<file path="src/rtl/vga_sram_reader.sv">
// vga_sram_reader: 32-bit read-only bridge from a frame-fetch master to a
// 16-bit asynchronous SRAM, built from two half-word accesses per request.
// Optional speculative next-word prefetch is enabled by defining
// VGA_SRAM_READER_PREFETCH_EN; the default build has no prefetch logic.
module vga_sram_reader #(
  parameter int unsigned WAIT_CYCLES = 2
) (
  input  logic        clk,
  input  logic        reset_n,
  input  logic        avs_read,
  input  logic [31:0] avs_address,
  output logic        avs_waitrequest,
  output logic [31:0] avs_readdata,
  output logic        avs_readdatavalid,
  output logic [17:0] sram_addr,
  input  logic [15:0] sram_dq_in,
  output logic        sram_ce_n,
  output logic        sram_oe_n,
  output logic        sram_we_n,
  output logic        sram_ub_n,
  output logic        sram_lb_n
);

  localparam int unsigned WORD_W = 17;
  localparam int unsigned CNT_W  = 3;
  localparam logic [CNT_W-1:0] CNT_LAST = CNT_W'(WAIT_CYCLES - 1);

  typedef enum logic [2:0] {
    IDLE,
    LO,
    HI
`ifdef VGA_SRAM_READER_PREFETCH_EN
    ,
    PF_LO,
    PF_HI
`endif
  } state_t;

  state_t            state;
  logic [CNT_W-1:0]  cnt;
  logic [WORD_W-1:0] word;
  logic [15:0]       lo_buf;
  logic              strobe_n;
  logic              accept;
  logic [WORD_W-1:0] req_word;
  logic              unused_addr;

  assign accept      = avs_read && !avs_waitrequest;
  assign req_word    = avs_address[18:2];
  assign unused_addr = ^{avs_address[31:19], avs_address[1:0]};

  // One shared active-low enable covers chip, output and both byte lanes
  assign sram_ce_n = strobe_n;
  assign sram_oe_n = strobe_n;
  assign sram_ub_n = strobe_n;
  assign sram_lb_n = strobe_n;
  assign sram_we_n = 1'b1;

`ifdef VGA_SRAM_READER_PREFETCH_EN
  logic [31:0]       pf_data;
  logic [WORD_W-1:0] pf_addr;
  logic              pf_valid;
  logic              pf_pending;
  logic              pf_hit;
  logic [WORD_W-1:0] next_word;

  assign pf_hit    = pf_valid && (req_word == pf_addr);
  assign next_word = word + WORD_W'(1);
`endif

  // Access sequencer: accept, low half window, high half window, return
  always_ff @(posedge clk or negedge reset_n) begin
    if (!reset_n) begin
      state             <= IDLE;
      cnt               <= '0;
      word              <= '0;
      lo_buf            <= '0;
      strobe_n          <= 1'b1;
      sram_addr         <= '0;
      avs_waitrequest   <= 1'b1;
      avs_readdatavalid <= 1'b0;
      avs_readdata      <= '0;
`ifdef VGA_SRAM_READER_PREFETCH_EN
      pf_data           <= '0;
      pf_addr           <= '0;
      pf_valid          <= 1'b0;
      pf_pending        <= 1'b0;
`endif
    end else begin
      avs_readdatavalid <= 1'b0;
      case (state)
        IDLE: begin
          if (accept) begin
            word <= req_word;
`ifdef VGA_SRAM_READER_PREFETCH_EN
            pf_pending <= pf_hit;
            if (!pf_hit) pf_valid <= 1'b0;
            // A hit returns the buffered word next cycle and stays ready
            if (pf_hit) begin
              avs_readdata      <= pf_data;
              avs_readdatavalid <= 1'b1;
            end else
`endif
            begin
              state           <= LO;
              cnt             <= CNT_LAST;
              sram_addr       <= {req_word, 1'b0};
              strobe_n        <= 1'b0;
              avs_waitrequest <= 1'b1;
            end
          end else begin
            avs_waitrequest <= 1'b0;
`ifdef VGA_SRAM_READER_PREFETCH_EN
            // Nothing accepted after a returned word: fetch the next one
            if (pf_pending) begin
              pf_pending      <= 1'b0;
              pf_valid        <= 1'b0;
              pf_addr         <= next_word;
              state           <= PF_LO;
              cnt             <= CNT_LAST;
              sram_addr       <= {next_word, 1'b0};
              strobe_n        <= 1'b0;
              avs_waitrequest <= 1'b1;
            end
`endif
          end
        end
        LO: begin
          if (cnt == '0) begin
            lo_buf    <= sram_dq_in;
            state     <= HI;
            cnt       <= CNT_LAST;
            sram_addr <= {word, 1'b1};
          end else begin
            cnt <= cnt - CNT_W'(1);
          end
        end
        HI: begin
          if (cnt == '0) begin
            avs_readdata      <= {sram_dq_in, lo_buf};
            avs_readdatavalid <= 1'b1;
            avs_waitrequest   <= 1'b0;
            strobe_n          <= 1'b1;
            state             <= IDLE;
`ifdef VGA_SRAM_READER_PREFETCH_EN
            pf_pending        <= 1'b1;
`endif
          end else begin
            cnt <= cnt - CNT_W'(1);
          end
        end
`ifdef VGA_SRAM_READER_PREFETCH_EN
        PF_LO: begin
          if (cnt == '0) begin
            pf_data[15:0] <= sram_dq_in;
            state         <= PF_HI;
            cnt           <= CNT_LAST;
            sram_addr     <= {pf_addr, 1'b1};
          end else begin
            cnt <= cnt - CNT_W'(1);
          end
        end
        PF_HI: begin
          if (cnt == '0) begin
            pf_data[31:16]  <= sram_dq_in;
            pf_valid        <= 1'b1;
            strobe_n        <= 1'b1;
            avs_waitrequest <= 1'b0;
            state           <= IDLE;
          end else begin
            cnt <= cnt - CNT_W'(1);
          end
        end
`endif
        default: state <= IDLE;
      endcase
    end
  end

endmodule

</file>
<file path="config.mk">
export PLATFORM = sky130hd
export DESIGN_NAME = vga_sram_reader
export DESIGN_NICKNAME = d
export VERILOG_FILES = /design/src/rtl/vga_sram_reader.sv
export SDC_FILE = /design/constraint.sdc
export NUM_CORES = 1
export LEC_CHECK = 0
export BUFFER_PORTS_ARGS = -buffer_cell sky130_fd_sc_hd__buf_4
export CORE_AREA = 2 2 84 86
export CTS_BUF_LIST = sky130_fd_sc_hd__clkbuf_2 sky130_fd_sc_hd__clkbuf_4 sky130_fd_sc_hd__clkbuf_8
export DETAILED_ROUTE_END_ITERATION = 8
export DIE_AREA = 0 0 86 88
export GPL_TIMING_DRIVEN = 0
export PLACE_DENSITY = 0.84
export SLEW_MARGIN = 10
export SYNTH_ARGS = -nofsm -noshare
export SYNTH_HDL_FRONTEND = slang
export SYNTH_SLANG_ARGS = --single-unit
</file>
<file path="constraint.sdc">
create_clock -name clk -period 3.2 [get_ports clk]
set_input_delay 0.32 -clock clk [delete_from_list [all_inputs] [get_ports clk]]
set_output_delay 0.32 -clock clk [all_outputs]
set_load 0.03 [all_outputs]
</file>
==> summary.md, run 1 <==
| Metric | Value |
|---|---|
| CP Data Required Time | between 3 and 4 ns |
| Synthesis-to-layout area growth | 26.0% |
| # rows | 30 |
| Worst Reg-to-Reg Cells | 7 |
| HP Class | in2async |
| Routed WL per cell | 15.0 um |
| Largest cells by area after synthesis | dfrtp_1, nand2_1, mux2_2, mux2i_1, mux2_4 |
| Worst slew margin | 0.465 |
| RSZ-0062 raised after global routing | no |
| R2r setup slk | around 1.3 ns |
| Setup WS post-layout | 1.28 ns |
| Initial Util | 0.572 |
| Register area share after synthesis | 0.600 |
| Pre-CTS WS | 1.32 ns |
| Avg Synthesized Cell Area | 11.4 sq um |
| Post-CTS setup buffer count | 0 |
| Max_cap viols | 0 |
| CTS tree | yes |
| Crit path max fanout | 8 |
| PortBufs | 91 |
| Endpoints failing hold | 0 |
| Final #Nets | 492 |
| Synthesized flop and latch total | 91 |
| Min Clock Period, post-route | approximately 1.9 ns |
| Worst slew pin tran | roughly 0.8 ns |
| Vias | 2691 |
| Critical path endpoint category | flip-flop |
| Period Utilization, post-route | 0.599 |
| GR Overflow Total | 0 |
| Placed cell areas | 0.00458 sq mm |
| FF-to-FF Start | state[0]$_DFFE_PN0P_ |
| Pwr Density | 1200 mW/mm^2 |
| EDFF count, synth | 0 |
| Initial antenna violation count | 0 |
| Area share of the largest cell type after synthesis | 0.586 |
| CTS max path bufs | 2 |
| Netlist cell types | 34 |
| First-pass GRT wire length | 12.8 mm |
| Total Routing Usage GR | 0.220 |
| Final antenna-violating net count | 0 |
| Clk slew on worst S/H paths | approximately 0.09 ns |
| Routed WL | 7.81 mm |
| Worst Clk Skew | 0.0101 ns |
| Die width | ~86 um |
| Ant. Diodes | 0 |
| Post-synth ARST share | 1.00 |
| Die Y | approximately 90 um |
| Detail Placement HPWL | 5.58 mm |
| Die Area | 0.00757 sq mm |
| Pin count of the biggest net entering global routing | 92 |
| Finished Cell Area | 0.00479 sq mm |
| Worst reg2reg endpoint | cnt[2]$_DFFE_PN0P_ |
| LEAKAGE | 2.42 nW |
| 1st-iter DRT viols | 163 |
| Setup Viol. Count Final | 0 |
| Hold Buf Count CTS | 0 |
| Maximum VDD drop | 0.635 mV |
| Filler cells | around 480 |
| Slew Limit Fails | 0 |
| Num ports | 108 |
| Vias in the first global route | roughly 2700 |
| Post-Synthesis Cells | 333 |
| Run status | completed |
| TritonRoute pass-1 iters | 4 |
| Post-CTS Resized | 0 |
| Via/cell ratio | 5.18 |
| # DRC | 0 |
| Worst EP arrival | 2.15 ns |
| Layout cells sized above 1 | 0.369 |
| RD Place Congestion | 0.746 |
| Element type at the critical path start | flip-flop |
| Syn_nets | 390 |
| Setup tns final | 0 ns |
| Clk_lat worst skew | 0.35 ns |
| Top_reg_cell synth | dfrtp_1 |
| Synth cell count leaders | nand2_1, dfrtp_1, mux2_2 |
| Clk sinks | ~90 |
| Yosys warns | 0 |
| Num CTS Buffers | 9 |
| CTS H-Tree Depth | 3 |
| Area of the mapped netlist | 0.00380 sq mm |
| Tot Pwr | around 0.0057 W |
| Cell with the most instances after synthesis | nand2_1 |
| Fmax | 522 MHz |
| Kind of critical path | reg2reg |
| Root Buffer | clkbuf_8 |
| Area of the core | 0.00664 sq mm |
| Dominant cell type by area after synthesis | dfrtp_1 |
[power breakdown]
part           switching [W]  internal, W  total [W]
registers           0.000318      0.00174    0.00206
clock network       0.000385     0.000398   0.000783
logic                0.00168      0.00123    0.00290
[cell usage in the layout (no fill, tap or decap), types with 2 or more instances in the layout]
| cell | instances |
|---|---|
| nand2_1 | 97 |
| buf_4 | 96 |
| dfrtp_1 | 89 |
| mux2_2 | 26 |
| nor2_1 | 20 |
| mux2i_1 | 17 |
| a21oi_1 | 17 |
| clkbuf_8 | 11 |
| mux2_4 | 8 |
| buf_2 | 6 |
| ha_1 | 6 |
| inv_1 | 5 |
| o21ai_0 | 5 |
| nand2b_1 | 3 |
| o22ai_1 | 3 |
| clkbuf_1 | 3 |
| inv_2 | 2 |
| buf_1 | 2 |
| buf_6 | 2 |
| dfstp_2 | 2 |
| clkinvlp_4 | 2 |
[critical path, cell delays in order (launching register included)]
cell	delay, ns
dfrtp_1	0.40
inv_1	0.08
ha_1	0.29
nand3b_2	0.20
inv_2	0.13
a211oi_4	0.33
o21ai_0	0.14
a22o_1	0.24
[state kept, by name, summed over array words and instances, names as in the netlist]
name,cells
avs_readdata,32
avs_readdatavalid,1
avs_waitrequest,1
cnt,3
lo_buf,16
sram_addr,18
sram_ce_n,1
state,2
word,17
[metal layers]
layer / vias up / share of wire / track usage
met1: 1328 / 0.43 / 0.294
met4: 0 / 0.016 / 0.0678
met2: 59 / 0.52 / 0.366
met5: - / 0 / 0
li1: 1293 / - / -
met3: 11 / 0.032 / 0.0443
[per-stage QoR]
step / std cells / utilization / hold WS (ns)
after global routing: 519 / 0.720 / 0.0856
after detailed placement: 504 / 0.689 / 0.453
after CTS: 519 / 0.720 / 0.163
after floorplan: 333 / - / 0.0244
final: 519 / 0.720 / 0.0292
after global placement: 504 / 0.689 / 0.439
[worst max path at each step]
stage | to | cells past startpoint | startpoint
4_1_cts | cnt[1]$_DFFE_PN0P_ | 6 | state[0]$_DFFE_PN0P_
6_report | cnt[2]$_DFFE_PN0P_ | 7 | state[0]$_DFFE_PN0P_
2_1_floorplan | word[10]$_DFFE_PN0P_ | 7 | state[0]$_DFFE_PN0P_
3_3_place_gp | cnt[1]$_DFFE_PN0P_ | 6 | state[0]$_DFFE_PN0P_
3_5_place_dp | sram_addr[10]$_DFFE_PN0P_ | 6 | state[1]$_DFFE_PN0P_
5_1_grt | cnt[2]$_DFFE_PN0P_ | 7 | state[0]$_DFFE_PN0P_
[final cells by class]
| cell class | instances | area (sq um) | area share |
|---|---|---|---|
| Sequential cell | 91 | 2280 | 0.476 |
| Multi-Input combinational cell | 216 | 1370 | 0.285 |
| Timing Repair Buffer | 91 | 687 | 0.144 |
| Clock buffer | 11 | 151 | 0.0316 |
| Buffer | 19 | 125 | 0.0261 |
| Tap cell | 80 | 100 | 0.0209 |
| Clock inverter | 4 | 50.0 | 0.0105 |
| Inverter | 7 | 26.3 | 0.00549 |
[cells by family after synthesis]
group | count (synthesis) | share of synthesized area
muxes | 51 | 0.154
other | 1 | 0.000988
and+or+nand+nor | 126 | 0.133
DFF | 91 | 0.600
adders and majority gates | 6 | 0.0198
AOI/OAI and AO/OA | 32 | 0.0527
buffers and inverters | 26 | 0.0399
No activity file was read; power rests on OpenSTA's default activity.
==> run 2: changes to the inputs <==
Settings changed: CORE_AREA 2 2 84 86 to 2 2 92 94, DIE_AREA 0 0 86 88 to 0 0 94 96, PLACE_DENSITY 0.84 to 0.74.
Clock period 3.2 ns to 1.55 ns, I/O delays scaled along.
==> run 2 against run 1 <==
Net effect:
- the flow now finishes with violations (setup timing)
- sequential power increased by 110%
- critical path type unchanged
- clock skew decreased by 0.00087 ns
- die area increased by 19%
- fmax increased by 14%
- utilization decreased by 1.6 points
- largest cell class unchanged
- flip-flop and latch count unchanged
==> summary.md, run 2 (synthesis gave the netlist of run 1 again) <==
| Metric | Value |
|---|---|
| Setup Viol. Count Final | 50 (was 0) |
| Critical path endpoint category | flip-flop (unchanged) |
| Endpoints failing hold | 0 (unchanged) |
| CTS H-Tree Depth | 3 (unchanged) |
| Worst slew margin | 0.451 (was 0.465) |
| Filler cells | 535 (was 477) |
| Area of the core | 0.00805 sq mm (was 0.00664 sq mm) |
| Period Utilization, post-route | 1.08 (was 0.599) |
| Critical Path Max Stage Delay | 0.42 ns (was 0.40 ns) |
| CP delay by family, top | compound AO/OA/AOI/OAI gates (unchanged) |
| Finished Cell Area | 0.00567 sq mm (was 0.00479 sq mm) |
| Total Routing Usage GR | 0.198 (was 0.220) |
| Pin count of the biggest net entering global routing | 92 (unchanged) |
| Clk slew on worst S/H paths | 0.09 ns (about the same) |
| TritonRoute pass-1 iters | 4 (unchanged) |
| RD Place Congestion | 0.805 (was 0.746) |
| Num CTS Buffers | 9 (unchanged) |
| Worst reg2reg endpoint | cnt[2]$_DFFE_PN0P_ (unchanged) |
| Synthesis-to-layout area growth | 49.3% (was 26.0%) |
| Via/cell ratio | 5.06 (was 5.18) |
| Commonest cells after routing, fill and taps aside | buf_4, nand2_1, dfrtp_1, mux2_4, mux2i_1 (was nand2_1, buf_4, dfrtp_1, mux2_2, nor2_1) |
| Clock power frac | 0.105 (was 0.136) |
| Die width | 94 um (was 86 um) |
| RSZ-0062 raised after global routing | yes (was no) |
| Cell depth of the worst setup path | 7 (unchanged) |
| Setup WS post-layout | -0.131 ns (was 1.28 ns) |
| Fmax | 595 MHz (was 522 MHz) |
| CTS max path bufs | 2 (unchanged) |
| Largest register FFs | 32 (unchanged) |
| Root Buffer | clkbuf_8 (unchanged) |
| GR Overflow Total | 0 (unchanged) |
| Min Clock Period, post-route | 1.68 ns (was 1.92 ns) |
| # rows | 33 (was 30) |
| Worst Clk Skew | 0.00920 ns (was 0.0101 ns) |
| Sw Share | 0.417 (was 0.414) |
| Routed WL per cell | 17.0 um (was 15.0 um) |
| CP max-delay cell | dfrtp_1 (unchanged) |
| Num ports | 108 (unchanged) |
| Hold EP | avs_readdata[27]$_DFFE_PN0P_ |
| Worst EP arrival | 1.93 ns (was 2.15 ns) |
| Register share of total power | 0.305 (was 0.359) |
| Clk sinks | 91 (unchanged) |
| Die Area | 0.00902 sq mm (was 0.00757 sq mm) |
| Clk_lat worst skew | 0.36 ns (was 0.35 ns) |
| R2r setup slk | -0.13 ns (was 1.28 ns) |
| Largest regs | avs_readdata x32, sram_addr x18, word x17 (unchanged) |
| Slew Limit Fails | 0 (unchanged) |
| Die Y | 96 um (was 88 um) |
| Commonest non-fill, non-tap cell in the layout | buf_4 (was nand2_1) |
| CTS tree | yes (unchanged) |
| Crit path cell chain | buf_6 -> ha_4 -> nand3b_4 -> inv_6 -> a211oi_4 -> o21ai_1 -> a22o_1 (was inv_1 -> ha_1 -> nand3b_2 -> inv_2 -> a211oi_4 -> o21ai_0 -> a22o_1) |
| Vias | 2944 (was 2691) |
| Worst Reg-to-Reg Cells | 7 (unchanged) |
| Worst slew pin tran | 0.824 ns (was 0.802 ns) |
| Maximum VDD drop | 1.24 mV (was 0.635 mV) |
| 1st-iter DRT viols | 169 (was 163) |
| Worst hold path stage count | 3 |
| Ant. Diodes | 0 (unchanged) |
| Initial antenna violation count | 0 (unchanged) |
| # DRC | 0 (unchanged) |
| Failing checks | setup timing |
| LEAKAGE | 2.81 nW (was 2.42 nW) |
| CP Data Required Time | 1.79 ns (was 3.43 ns) |
| Comb power frac | 0.590 (was 0.505) |
| Run status | complete, but fails checks (was completed) |
| Final core utilization | 0.704 (was 0.720) |
| Layout cells sized above 1 | 0.499 (was 0.369) |
| PortBufs | 91 (unchanged) |
| Max_cap viols | 0 (unchanged) |
| Kind of critical path | reg2reg (unchanged) |
| Initial Util | 0.472 (was 0.572) |
| Crit path max fanout | 5 (was 8) |
| CP Buf/Inv Count | 2 (unchanged) |
| Final antenna-violating net count | 0 (unchanged) |
| Pwr Density | 2530 mW/mm^2 (was 1200 mW/mm^2) |
| Placed cell areas | 0.00465 sq mm (was 0.00458 sq mm) |
| Biggest register | avs_readdata (unchanged) |
| Vias in the first global route | 2856 (was 2665) |
| Final #Nets | 529 (was 492) |
| FF-to-FF Start | state[1]$_DFFE_PN0P_ (was state[0]$_DFFE_PN0P_) |
| Internal | 0.00837 W (was 0.00337 W) |
| HP Class | in2reg (was in2async) |
| Switching Power | 0.00599 W (was 0.00238 W) |
| Worst Hold Launch | sram_dq_in[11] |
| Element type at the critical path start | flip-flop (unchanged) |
| Routed WL | 9.87 mm (was 7.81 mm) |
| First-pass GRT wire length | 13.7 mm (was 12.8 mm) |
| Detail Placement HPWL | 5.47 mm (was 5.58 mm) |
## run 2: what timing repair did
item | in CTS | in global routing
gates resized for setup | 26 | 91
endpoints found under the hold margin | 11 | 90
gates cloned | 2 | 3
endpoints found under the setup margin | 66 | 58
pin swaps | 6 | 7
setup buffers | 15 | 4
hold buffers | 11 | 2
## run 2: power groups by stage
stage               sequential, W  combinational, W  clock [W]
floorplan                 0.00551           0.00290          0
global placement          0.00424           0.00598          0
detailed placement        0.00429           0.00612          0
CTS                       0.00423           0.00687    0.00154
global route              0.00450           0.00901    0.00165
finish                    0.00439           0.00847    0.00151
## run 2: tightest hold or removal path, delay by kind of cell
kind,cells,cell delay (ns)
buffers and inverters,1,0.09
AND/OR/NAND/NOR,2,0.09
## run 2: per-stage QoR
stage	setup TNS [ns]	std cells	setup WS (ns)	power (W)	hold slack [ns]
floorplan	-0.296	333	-0.0371	0.00841	-0.141
global placement	-9.84	529	-0.247	0.0102	0.359
detailed placement	-10.80	529	-0.293	0.0104	0.363
CTS	-0.949	573	-0.0630	0.0126	0.000511
global route	-5.50	582	-0.190	0.0152	0.00211
finish	-2.26	582	-0.131	0.0144	0.00488
## run 2: how the worst max path moves through the flow
stage / from / to / slack (ns)
2_1_floorplan: avs_waitrequest$_DFFE_PN1P_ / word[10]$_DFFE_PN0P_ / -0.04
3_3_place_gp: cnt[0]$_DFFE_PN0P_ / sram_addr[16]$_DFFE_PN0P_ / -0.25
3_5_place_dp: cnt[0]$_DFFE_PN0P_ / sram_addr[9]$_DFFE_PN0P_ / -0.29
4_1_cts: state[0]$_DFFE_PN0P_ / word[9]$_DFFE_PN0P_ / -0.06
5_1_grt: state[1]$_DFFE_PN0P_ / cnt[2]$_DFFE_PN0P_ / -0.19
6_report: state[1]$_DFFE_PN0P_ / cnt[2]$_DFFE_PN0P_ / -0.13
## run 2: metal layers
| layer | vias up | global-route usage | wire (um) |
|---|---|---|---|
| met5 | - | 0 | 0 |
| met4 | 0 | 0.0930 | 295 |
| met3 | 25 | 0.0431 | 360 |
| met2 | 69 | 0.331 | 5130 |
| met1 | 1484 | 0.247 | 4080 |
| li1 | 1366 | - | - |
## run 2: final cells by class
cell class / count / area (sq um) / share of cell area
sequential: 91 / 2280 / 0.402
multi-input combinational: 216 / 1690 / 0.298
timing repair buffer: 128 / 1150 / 0.203
buffer: 19 / 204 / 0.0360
clock buffer: 12 / 159 / 0.0280
tap: 105 / 131 / 0.0232
inverter: 7 / 31.3 / 0.00552
clock inverter: 4 / 25.0 / 0.00442
